File: src/rtl/psg_channel_mixer_if.sv
// Register access bus of the PSG channel mixer: one-cycle write strobe plus
// a combinational readback of the addressed register.
interface psg_channel_mixer_if;
    logic       reg_wr;
    logic [3:0] reg_addr;
    logic [7:0] reg_data;
    logic [7:0] reg_rdata;

    modport master (output reg_wr, output reg_addr, output reg_data, input reg_rdata);
    modport slave  (input reg_wr, input reg_addr, input reg_data, output reg_rdata);
endinterface

File: src/rtl/psg_channel_mixer.sv
// Time-multiplexed NUM_CH-channel PSG mixer with per-channel 4-bit gain, mute and
// saturation. Define PSG_MIXER_PEAK_EN to enable the peak-hold register at 0xE.
module psg_channel_mixer #(
    parameter int NUM_CH     = 6,
    parameter int IN_W       = 8,
    parameter int OUT_W      = 16,
    parameter int SAMPLE_DIV = 1024
) (
    input  logic                     clk_logic_i,
    input  logic                     system_reset_i,
    psg_channel_mixer_if.slave       bus,
    input  logic [NUM_CH*IN_W-1:0]   ch_i,
    output logic [OUT_W-1:0]         audio_o,
    output logic                     sample_valid_o,
    output logic [OUT_W-1:0]         peak_o
);
    localparam int AW    = IN_W + 4 + $clog2(NUM_CH + 1);
    localparam int PW    = IN_W + 4;
    localparam int SHIFT = OUT_W - IN_W - 4;
    localparam int WW    = AW + OUT_W;
    localparam int IW    = (NUM_CH > 1) ? $clog2(NUM_CH) : 1;
    localparam int DW    = $clog2(SAMPLE_DIV);
    localparam logic [3:0] ADDR_PEAK = 4'hE;
    localparam logic [3:0] ADDR_MUTE = 4'hF;

    typedef enum logic [1:0] {IDLE, SNAP, ACCUM, SCALE} state_t;

    logic [IN_W-1:0]  ch_lvl    [NUM_CH];
    logic [3:0]       gain_q    [NUM_CH];
    logic [IN_W-1:0]  sh_ch_q   [NUM_CH];
    logic [3:0]       sh_gain_q [NUM_CH];
    logic             mute_q;
    logic             sh_mute_q;
    logic [DW-1:0]    div_q;
    logic             tick;
    state_t           state_q;
    logic [IW-1:0]    idx_q;
    logic [AW-1:0]    acc_q;
    logic [AW-1:0]    acc_d;
    logic [PW-1:0]    prod;
    logic [WW-1:0]    scaled;
    logic [OUT_W-1:0] sample_d;
    logic [OUT_W-1:0] audio_q;
    logic             valid_q;
    logic             last_idx;
    logic             sample_upd;
    logic [7:0]       rdata_d;

    for (genvar gi = 0; gi < NUM_CH; gi++) begin : g_ch
        assign ch_lvl[gi] = ch_i[gi*IN_W +: IN_W];
    end

    // Live register file: writes land immediately, the shadows below decouple them.
    always_ff @(posedge clk_logic_i or posedge system_reset_i) begin
        if (system_reset_i) begin
            for (int k = 0; k < NUM_CH; k++) gain_q[k] <= 4'd8;
            mute_q <= 1'b0;
        end else if (bus.reg_wr) begin
            for (int k = 0; k < NUM_CH; k++) begin
                if (bus.reg_addr == 4'(k)) gain_q[k] <= bus.reg_data[3:0];
            end
            if (bus.reg_addr == ADDR_MUTE) mute_q <= bus.reg_data[0];
        end
    end

    always_ff @(posedge clk_logic_i or posedge system_reset_i) begin
        if (system_reset_i) begin
            for (int k = 0; k < NUM_CH; k++) begin
                sh_ch_q[k]   <= '0;
                sh_gain_q[k] <= 4'd8;
            end
            sh_mute_q <= 1'b0;
        end else if (state_q == SNAP) begin
            for (int k = 0; k < NUM_CH; k++) begin
                sh_ch_q[k]   <= ch_lvl[k];
                sh_gain_q[k] <= gain_q[k];
            end
            sh_mute_q <= mute_q;
        end
    end

    assign tick = (div_q == DW'(SAMPLE_DIV - 1));

    always_ff @(posedge clk_logic_i or posedge system_reset_i) begin
        if (system_reset_i) div_q <= '0;
        else                div_q <= tick ? '0 : div_q + 1'b1;
    end

    // Single shared multiplier; the last product is folded straight into the output.
    always_comb begin
        prod       = sh_ch_q[idx_q] * sh_gain_q[idx_q];
        acc_d      = acc_q + AW'(prod);
        scaled     = WW'(acc_d >> 3) << SHIFT;
        last_idx   = (idx_q == IW'(NUM_CH - 1));
        sample_upd = (state_q == ACCUM) && last_idx;
        if (sh_mute_q)                sample_d = '0;
        else if (|scaled[WW-1:OUT_W]) sample_d = '1;
        else                          sample_d = scaled[OUT_W-1:0];
    end

    // SCALE is the cycle in which the finished sample is presented on the outputs.
    always_ff @(posedge clk_logic_i or posedge system_reset_i) begin
        if (system_reset_i) begin
            state_q <= IDLE;
            idx_q   <= '0;
            acc_q   <= '0;
            audio_q <= '0;
            valid_q <= 1'b0;
        end else begin
            valid_q <= 1'b0;
            case (state_q)
                IDLE: if (tick) state_q <= SNAP;
                SNAP: begin
                    acc_q   <= '0;
                    idx_q   <= '0;
                    state_q <= ACCUM;
                end
                ACCUM: begin
                    acc_q <= acc_d;
                    if (last_idx) begin
                        audio_q <= sample_d;
                        valid_q <= 1'b1;
                        state_q <= SCALE;
                    end else begin
                        idx_q <= idx_q + 1'b1;
                    end
                end
                SCALE:   state_q <= IDLE;
                default: state_q <= IDLE;
            endcase
        end
    end

    assign audio_o        = audio_q;
    assign sample_valid_o = valid_q;

`ifdef PSG_MIXER_PEAK_EN
    logic [OUT_W-1:0] peak_q;
    logic [OUT_W-1:0] peak_d;

    // A clear coinciding with a sample update leaves the new sample as the peak.
    always_comb begin
        peak_d = peak_q;
        if (bus.reg_wr && bus.reg_addr == ADDR_PEAK) peak_d = '0;
        if (sample_upd && sample_d > peak_d)         peak_d = sample_d;
    end

    always_ff @(posedge clk_logic_i or posedge system_reset_i) begin
        if (system_reset_i) peak_q <= '0;
        else                peak_q <= peak_d;
    end

    assign peak_o = peak_q;
`else
    assign peak_o = '0;
`endif

    always_comb begin
        rdata_d = 8'h00;
        for (int k = 0; k < NUM_CH; k++) begin
            if (bus.reg_addr == 4'(k)) rdata_d = {4'b0, gain_q[k]};
        end
        if (bus.reg_addr == ADDR_MUTE) rdata_d = {7'b0, mute_q};
`ifdef PSG_MIXER_PEAK_EN
        if (bus.reg_addr == ADDR_PEAK) rdata_d = peak_q[OUT_W-1 -: 8];
`endif
    end

    assign bus.reg_rdata = rdata_d;
endmodule
File: src/flat_wrapper.sv
// flat-port wrapper written by rule: the top's interface ports become plain ports
module psg_channel_mixer_flat 
#(
    parameter int NUM_CH     = 6,
    parameter int IN_W       = 8,
    parameter int OUT_W      = 16,
    parameter int SAMPLE_DIV = 1024
)
  (clk_logic_i, system_reset_i, ch_i, audio_o, sample_valid_o, peak_o, bus_reg_wr, bus_reg_addr, bus_reg_data, bus_reg_rdata);
  psg_channel_mixer_if bus_i ();
  input  logic clk_logic_i;
  input  logic system_reset_i;
  input  logic [NUM_CH*IN_W-1:0] ch_i;
  output logic [OUT_W-1:0] audio_o;
  output logic sample_valid_o;
  output logic [OUT_W-1:0] peak_o;
  input wire logic [$bits(bus_i.reg_wr)-1:0] bus_reg_wr;
  input wire logic [$bits(bus_i.reg_addr)-1:0] bus_reg_addr;
  input wire logic [$bits(bus_i.reg_data)-1:0] bus_reg_data;
  output wire logic [$bits(bus_i.reg_rdata)-1:0] bus_reg_rdata;
  assign bus_i.reg_wr = bus_reg_wr;
  assign bus_i.reg_addr = bus_reg_addr;
  assign bus_i.reg_data = bus_reg_data;
  assign bus_reg_rdata = bus_i.reg_rdata;
  psg_channel_mixer #(.NUM_CH(NUM_CH), .IN_W(IN_W), .OUT_W(OUT_W), .SAMPLE_DIV(SAMPLE_DIV)) u_core (.clk_logic_i(clk_logic_i), .system_reset_i(system_reset_i), .bus(bus_i), .ch_i(ch_i), .audio_o(audio_o), .sample_valid_o(sample_valid_o), .peak_o(peak_o));
endmodule
File: config.mk
export PLATFORM = sky130hd
export DESIGN_NAME = psg_channel_mixer_flat
export DESIGN_NICKNAME = d
export VERILOG_FILES = /design/src/rtl/psg_channel_mixer_if.sv /design/src/rtl/psg_channel_mixer.sv /design/src/flat_wrapper.sv
export SDC_FILE = /design/constraint.sdc
export NUM_CORES = 1
export LEC_CHECK = 0
export ABC_CLOCK_PERIOD_IN_PS = 7650
export CAP_MARGIN = 20
export CELL_PAD_IN_SITES_DETAIL_PLACEMENT = 1
export CELL_PAD_IN_SITES_GLOBAL_PLACEMENT = 2
export CORE_MARGIN = 5
export CORE_UTILIZATION = 31
export DETAILED_ROUTE_END_ITERATION = 8
export GPL_TIMING_DRIVEN = 1
export PLACE_DENSITY = 0.77
export SYNTH_ARGS = -nofsm -noshare
export SYNTH_HDL_FRONTEND = slang
export SYNTH_SLANG_ARGS = --single-unit
File: constraint.sdc
create_clock -name clk_logic_i -period 7.65 [get_ports clk_logic_i]
set_input_delay 0.765 -clock clk_logic_i [delete_from_list [all_inputs] [get_ports clk_logic_i]]
set_output_delay 0.765 -clock clk_logic_i [all_outputs]
set_load 0.03 [all_outputs]
==> impl_results.md, run 1 <==
* Synth Area in Compound Gates at 8.433%
* CP arrival at roughly 6.2 ns
* Setup TNS at 0 ns
* Flip-flop and latch area at 3543 um2
* Avg WL per Cell at around 17 um
* Via/cell ratio at 4.713
* Asr flop ratio synth at 100.0%
* Internal at approximately 1.3 mW
* Total Wirelength at 17740 um
* R2R Path Start: u_core.idx_q[0]$_DFFE_PP0P_
* Setup crit end kind: flop
* Mux cell area share after synthesis at 20.51%
* CTS tree: done
* Post_cts resized at 0
* Hold/Removal Path Class: flop to flop
* Nets at 843
* Final Cycle Share at just under 80%
* Final Critical Period at 5.909 ns
* Mapped Avg Cell Area at 11.88 um2
* Detailed Route Iter0 Violations at 178
* Residual DRC count at 0
* Number of diodes at 0
* RSZ-0062 raised after global routing: no
* Max clock buf depth at 2
* Worst EP required at 7.96 ns
* Internal reg-to-reg setup slack at roughly 1.7 ns
* Worst clock skew at 0.008006 ns
* Mapped Cells at 653
* Ys Warns at 0
* Least-Margin Pin Slew at between 1 and 1.5 ns
* Synth cell types at 53
* R2R Path End: u_core.audio_o[11]$_DFFE_PP0P_
* Worst hold margin at 0.4768 ns
* I/O Pins at 104
* Reg2Reg Depth at 16
* Clock slew at reported path FFs at 0.06 ns
* # hold bufs at CTS at 0
* Drt pass-1 iters at 6
* Final setup vio count at 0
* Max VDD drop at ~0.14 mV
* Gr ovfl total at 0
* Status: complete, no violations
* Syn-to-layout area delta at 21.28%
* Comb pwr share at 7.4%
* Synth top area cells: dfrtp_1 42%, mux2_2 16%, fa_1 5.4%
* Sequential power share at a little under half
* GPL Wtd Cong at 0.7253
* Core area at 24890 um2
* Total GRT Usage at about an eighth
* Share of cells above drive strength 1 at roughly 24%
* Setup slack after layout at ~1.7 ns
* Die H at 168.2 um
* CP startpoint kind: flop
* Largest family of logic cells by synthesized area: multiplexers
* Starting Density at 31.18%
* Met3 wire length at between 600 and 700 um
* Setup CP Type: flop to flop
* Worst hold stages at 1
* Post-Synth Simple-Gate Area at under 10%
* Flops & latches, synth at about 140
* Clock power share at 47.1%
* Most frequent cells in the layout: 129 x dfrtp_1, 110 x mux2_2, 75 x clkdlybuf4s50_1
* Fin. Hold Viols at 0
* Fmax at 169.2 MHz
* Synth top area share at 41.60%
* Routed length on met1 at roughly 8300 um
* DIE WIDTH at 168.2 um
* Net switching power at between 400 and 500 uW
* Max_cap viols at 0
* Final HPWL DP at between 10000 and 15000 um
* Count of final max-slew check failures at 0
* Most frequently used flop master after synthesis: dfrtp_1
* Mapped Area at 7760 um2
* First-pass GRT wire length at 29510 um
* Multi-input logic area at 3839 um2
* H-tree Lvls at 4
* Final Util at a little under two fifths
* Cell taking the most area after synthesis: dfrtp_1
* Place WS at ~1.7 ns
* Xor/xnor share of the synthesized area at 1.806%
* Cell Rows at between 50 and 60
* Post-route ant nets at 0
* Start point of the worst min-delay path: u_core.div_q[6]$_DFF_PP0_
* Root Driver: clkbuf_16
* Most common cell after layout, fill and taps aside: dfrtp_1
* Port bufs at 75
* Die Footprint at roughly 28000 um2
* Num CTS Buffers at 17
* Adder-cell share of the synthesized area at 10.09%
* Switching share of power at between 20% and 30%
* # fillers at 2677
* Via count at 5057
* Pwr Density at 188.7 nW/um2
* Leakage power at 4.346 nW
* Sequential-to-total area share from yosys stat at a little under half
* Top layer in use: met5
* WHS Endpoint: u_core.div_q[6]$_DFF_PP0_
* Metal2 WL at 8538 um
* Clk Latency, worst-skew pair at 0.42 ns
* Crit path max fanout at 17
* Post-CTS setup buffers at 0
* Clock sinks at 141
* Vias in the first global route at around 5500
* Rel. slew slack at 31.99%
* Antenna violations before repair at 1
* Largest net degree at the start of global routing at between 80 and 90
* Post-synth EDFFs at 0
-- worst max path at each step --
stage | end | depth (start not counted) | startpoint
2_1_floorplan | u_core.audio_o[11]$_DFFE_PP0P_ | 18 | u_core.idx_q[0]$_DFFE_PP0P_
3_3_place_gp | u_core.audio_o[11]$_DFFE_PP0P_ | 16 | u_core.idx_q[0]$_DFFE_PP0P_
3_5_place_dp | u_core.audio_o[11]$_DFFE_PP0P_ | 16 | u_core.idx_q[0]$_DFFE_PP0P_
4_1_cts | u_core.audio_o[11]$_DFFE_PP0P_ | 16 | u_core.idx_q[0]$_DFFE_PP0P_
5_1_grt | u_core.audio_o[11]$_DFFE_PP0P_ | 16 | u_core.idx_q[0]$_DFFE_PP0P_
6_report | u_core.audio_o[11]$_DFFE_PP0P_ | 16 | u_core.idx_q[0]$_DFFE_PP0P_
-- registers in the layout, summed over array words and instances, names as in the netlist --
name                   flops
u_core.acc_q              15
u_core.audio_o            12
u_core.div_q              10
u_core.gain_q             24
u_core.idx_q               3
u_core.mute_q              1
u_core.sample_valid_o      1
u_core.sh_ch_q            48
u_core.sh_gain_q          24
u_core.sh_mute_q           1
u_core.state_q             2
-- power groups by stage --
stage,clock network [mW],logic (mW),registers (mW)
finish,0.837,0.131,0.808
global route,0.896,0.145,0.811
CTS,0.861,0.133,0.809
detailed placement,0,0.132,0.822
global placement,0,0.130,0.821
floorplan,0,0.0892,0.810
-- per-stage QoR --
stage	cells	power [mW]	area, um2
final	1073	1.776	9412
after global routing	1073	1.852	9412
after global placement	1040	0.9508	8795
after CTS	1072	1.802	9384
after detailed placement	1040	0.9548	8795
after floorplan	676	0.8992	7846
-- layer usage --
| metal | vias to the layer above | track usage, % |
|---|---|---|
| met4 | 2 | 3.670 |
| met2 | 69 | 21.00 |
| li1 | 2387 | - |
| met3 | 15 | 3.264 |
| met1 | 2584 | 17.25 |
| met5 | - | 0 |
-- cell families (layout without fill, tap and decap cells) --
group           count (synthesis)  count (layout)
flops                         141             141
mux                           129             129
simple gates                  124             124
buf+inv                       102             169
compound gates                 90              90
fa+ha+maj                      50              50
xor+xnor                       16              16
other cells                     1              24
-- cell usage after synthesis, types with 7 or more instances --
cell      number
mux2_2       110
nand3_1        8
dfrtp_1      129
o21ai_0       15
fa_1          21
ha_1          29
xnor2_1        9
a22o_1        13
a22oi_1       12
nand2_1       28
inv_1         57
dfstp_2       12
buf_4         24
a21oi_1       12
mux4_2        13
nor2_1        56
nor2b_1        8
xor2_1         7
clkbuf_1      17
-- critical path: stages, from the launching register on --
cell and delay (ns):
dfrtp_1 0.73, buf_4 0.41, mux2_2 0.37, a22oi_1 0.56, nor2_1 0.16, fa_1 0.54, fa_1 0.54, inv_1 0.05
fa_1 0.49, inv_1 0.04, ha_1 0.35, and2_4 0.19, a221oi_2 0.29, a21oi_2 0.13, o311a_1 0.36, or3_1 0.33
a32o_1 0.27
-- area by class of cell --
cell class                      count  area share [%]
Timing Repair Buffer               80           8.588
Clock buffer                       18           4.560
Multi-Input combinational cell    433           40.79
Clock inverter                     14           1.702
Tap cell                          330           4.387
Sequential cell                   141           37.65
Inverter                           57           2.327
No activity file was read; power rests on OpenSTA's default activity.
==> run 2, diff against run 1 <==
ABC_CLOCK_PERIOD_IN_PS = 6000   (was 7650)
clock period = 6 ns   (was 7.65 ns; I/O delays follow)
==> run 2 against run 1 <==
Net effect:
- sequential share of layout area down 0.16 points
- clock skew is 0.0032 ns higher
- global-route usage down 0.38 points
- utilization grew 0.16 points
- die area did not move
- critical path depth decreased by 1
- critical endpoint is now u_core.audio_o[10]$_DFFE_PP0P_
==> impl_results.md, run 2 (synthesis results as in run 1) <==
* Status: complete, no violations
* Final instance area at 9452 um2 (+0.43%)
* Syn-to-layout area delta at 21.80%
* DIE WIDTH at 168.2 um (unchanged)
* Most common cell after layout, fill and taps aside: dfrtp_1
* CP startpoint kind: flop
* Grt peak-use layer: met2
* Root Driver: clkbuf_16
* CP arrival at 5.71 ns (-0.50 ns)
* R2R Path Start: u_core.idx_q[1]$_DFFE_PP0P_
* Max VDD drop at 0.1723 mV (+26%)
* Clock sinks at 141 (unchanged)
* # fillers at 2682 (+0.19%)
* Vias in the first global route at 5573 (+0.83%)
* Reg2Reg Depth at 15 (-1)
* Crit-path cells: nor2_1 > a22oi_1 > buf_4 > or2_2 > fa_1 > fa_1 > fa_1 > inv_1 > ha_1 > nor2b_1 > o31a_1 > or4_1 > a31oi_1 > xnor2_1 > a22o_1
* Clock slew at reported path FFs at 0.07 ns (about the same)
* Via count at 5016 (-0.81%)
* Die H at 168.2 um (unchanged)
* Largest net degree at the start of global routing at 104 (+28%)
* Avg WL per Cell at 16.02 um (-3.1%)
* Share of cells above drive strength 1 at 24.80% (+0.44 points)
* Fmax at 185.4 MHz (+9.6%)
* Cell Rows at 58 (unchanged)
* Levels on crit path at 15 (-1)
* Cells after DPL at 1044 (+0.38%)
* H-tree Lvls at 4 (unchanged)
* Antenna violations before repair at 0 (-1)
* GPL Wtd Cong at 0.7553 (+4.1%)
* Finished Layout Cells at 1076 (+0.28%)
* Rel. slew slack at 33.37% (+1.4 points)
* Detailed Route Iter0 Violations at 147 (-17%)
* Final setup vio count at 0 (unchanged)
* Largest regs: u_core.sh_ch_q x48, u_core.gain_q x24, u_core.sh_gain_q x24
* Die Footprint at 28300 um2 (unchanged)
* Worst EP required at 6.31 ns (-1.65 ns)
* Max_cap viols at 0 (unchanged)
* GR Util met1 at 17.12% (-0.13 points)
* RSZ-0062 raised after global routing: no
* Most frequent CP cell: fa_1
* R2R Path End: u_core.audio_o[10]$_DFFE_PP0P_
* Count of final max-slew check failures at 0 (unchanged)
* Place WS at 0.6068 ns (-1.048 ns)
* Final HPWL DP at 12700 um (-1.1%)
* Slowest Stage Delay on Critical Path at 0.67 ns (-0.06 ns)
* Worst hold margin at 0.4804 ns (+0.003553 ns)
* Drt pass-1 iters at 4 (-2)
* CP startpoint: u_core.idx_q[1]$_DFFE_PP0P_
* Largest register FFs at 48 (unchanged)
* Internal reg-to-reg setup slack at 0.61 ns (-1.13 ns)
* Post-route ant nets at 0 (unchanged)
* CTS tree: done
* First-pass GRT wire length at 28970 um (-1.8%)
* Area of placed instances at 8837 um2 (+0.48%)
* Starting Density at 31.18% (unchanged)
* Largest Register: u_core.sh_ch_q
* Pwr Density at 241.0 nW/um2 (+28%)
* Nets at 846 (+0.36%)
* Most frequent cells in the layout: 129 x dfrtp_1, 110 x mux2_2, 75 x clkdlybuf4s50_1
* Clk Latency, worst-skew pair at 0.43 ns (about the same)
* Port bufs at 75 (unchanged)
* Final Cycle Share at 89.88% (+13 points)
* GR met3 Demand/Resource at 3.052% (-0.21 points)
* Post-CTS setup buffers at 0 (unchanged)
* Residual DRC count at 0 (unchanged)
* I/O Pins at 104 (unchanged)
* Final Critical Period at 5.393 ns (-0.5163 ns)
* Max clock buf depth at 2 (unchanged)
* Total Wirelength at 17240 um (-2.8%)
* CP max stage cell: nor2_1
* Cell family with most CP delay: adder cells
* Leakage power at 4.386 nW (+0.92%)
* Buffers & Inverters on Critical Path at 2 (-1)
* Setup CP Type: flop to flop
* Least-Margin Pin Slew at 0.9994 ns (-0.02078 ns)
* Setup TNS at 0 ns (unchanged)
* Total GRT Usage at 12.56% (-0.38 points)
* Crit path max fanout at 12 (-5)
* Met2 usage at 19.99% (-1.0 points)
* Crit path capture: u_core.audio_o[10]$_DFFE_PP0P_
* Number of diodes at 0 (unchanged)
* Num CTS Buffers at 17 (unchanged)
* Worst clock skew at 0.01123 ns (+0.003219 ns)
* Setup crit end kind: flop
* Fin. Hold Viols at 0 (unchanged)
* Gr ovfl total at 0 (unchanged)
* Via/cell ratio at 4.662 (-1.1%)
* Setup slack after layout at 0.6070 ns (-1.134 ns)
* Post_cts resized at 0 (unchanged)
* # hold bufs at CTS at 0 (unchanged)
* Core area at 24890 um2 (unchanged)
* Hold/Removal Path Class: flop to flop
## run 2: worst min path at each step
stage / start / endpoint / slack [ns] / cells past startpoint
floorplan: u_core.div_q[6]$_DFF_PP0_ / u_core.div_q[6]$_DFF_PP0_ / 0.44 / 1
global placement: u_core.div_q[6]$_DFF_PP0_ / u_core.div_q[6]$_DFF_PP0_ / 0.46 / 1
detailed placement: u_core.div_q[6]$_DFF_PP0_ / u_core.div_q[6]$_DFF_PP0_ / 0.47 / 1
CTS: u_core.div_q[6]$_DFF_PP0_ / u_core.div_q[6]$_DFF_PP0_ / 0.48 / 1
global route: u_core.audio_o[4]$_DFFE_PP0P_ / u_core.audio_o[4]$_DFFE_PP0P_ / 0.49 / 2
finish: u_core.audio_o[4]$_DFFE_PP0P_ / u_core.audio_o[4]$_DFFE_PP0P_ / 0.48 / 2
## run 2: layout make-up
type | count | area [um2] | share of cell area, %
inverter | 57 | 219.0 | 2.317
multi-input combinational | 433 | 3839 | 40.61
timing repair buffer | 83 | 823.3 | 8.711
clock buffer | 18 | 450.4 | 4.766
sequential | 141 | 3543 | 37.49
tap | 330 | 412.9 | 4.369
clock inverter | 14 | 163.9 | 1.734
## run 2: where the power goes
part           switching, mW  internal (mW)
combinational         0.0815         0.0818
sequential            0.0362          0.997
clock                  0.493          0.589
## run 2: routing by layer
metal | up-vias | wire length [um]
met4 | 0 | 221
met1 | 2519 | 8337
li1 | 2404 | -
met2 | 75 | 8086
met5 | - | 0
met3 | 18 | 594
## run 2: through the flow
stage          util (%)  total power, mW
5_1_grt           37.97            2.376
3_3_place_gp      35.50            1.216
6_report          37.97            2.278
4_1_cts           37.97            2.312
3_5_place_dp      35.50            1.220
2_1_floorplan         -            1.146
## run 2: tightest hold or removal path: stages, from the launching register on
cell	delay, ns
dfrtp_1	0.34
nand2_1	0.05
o31ai_1	0.05
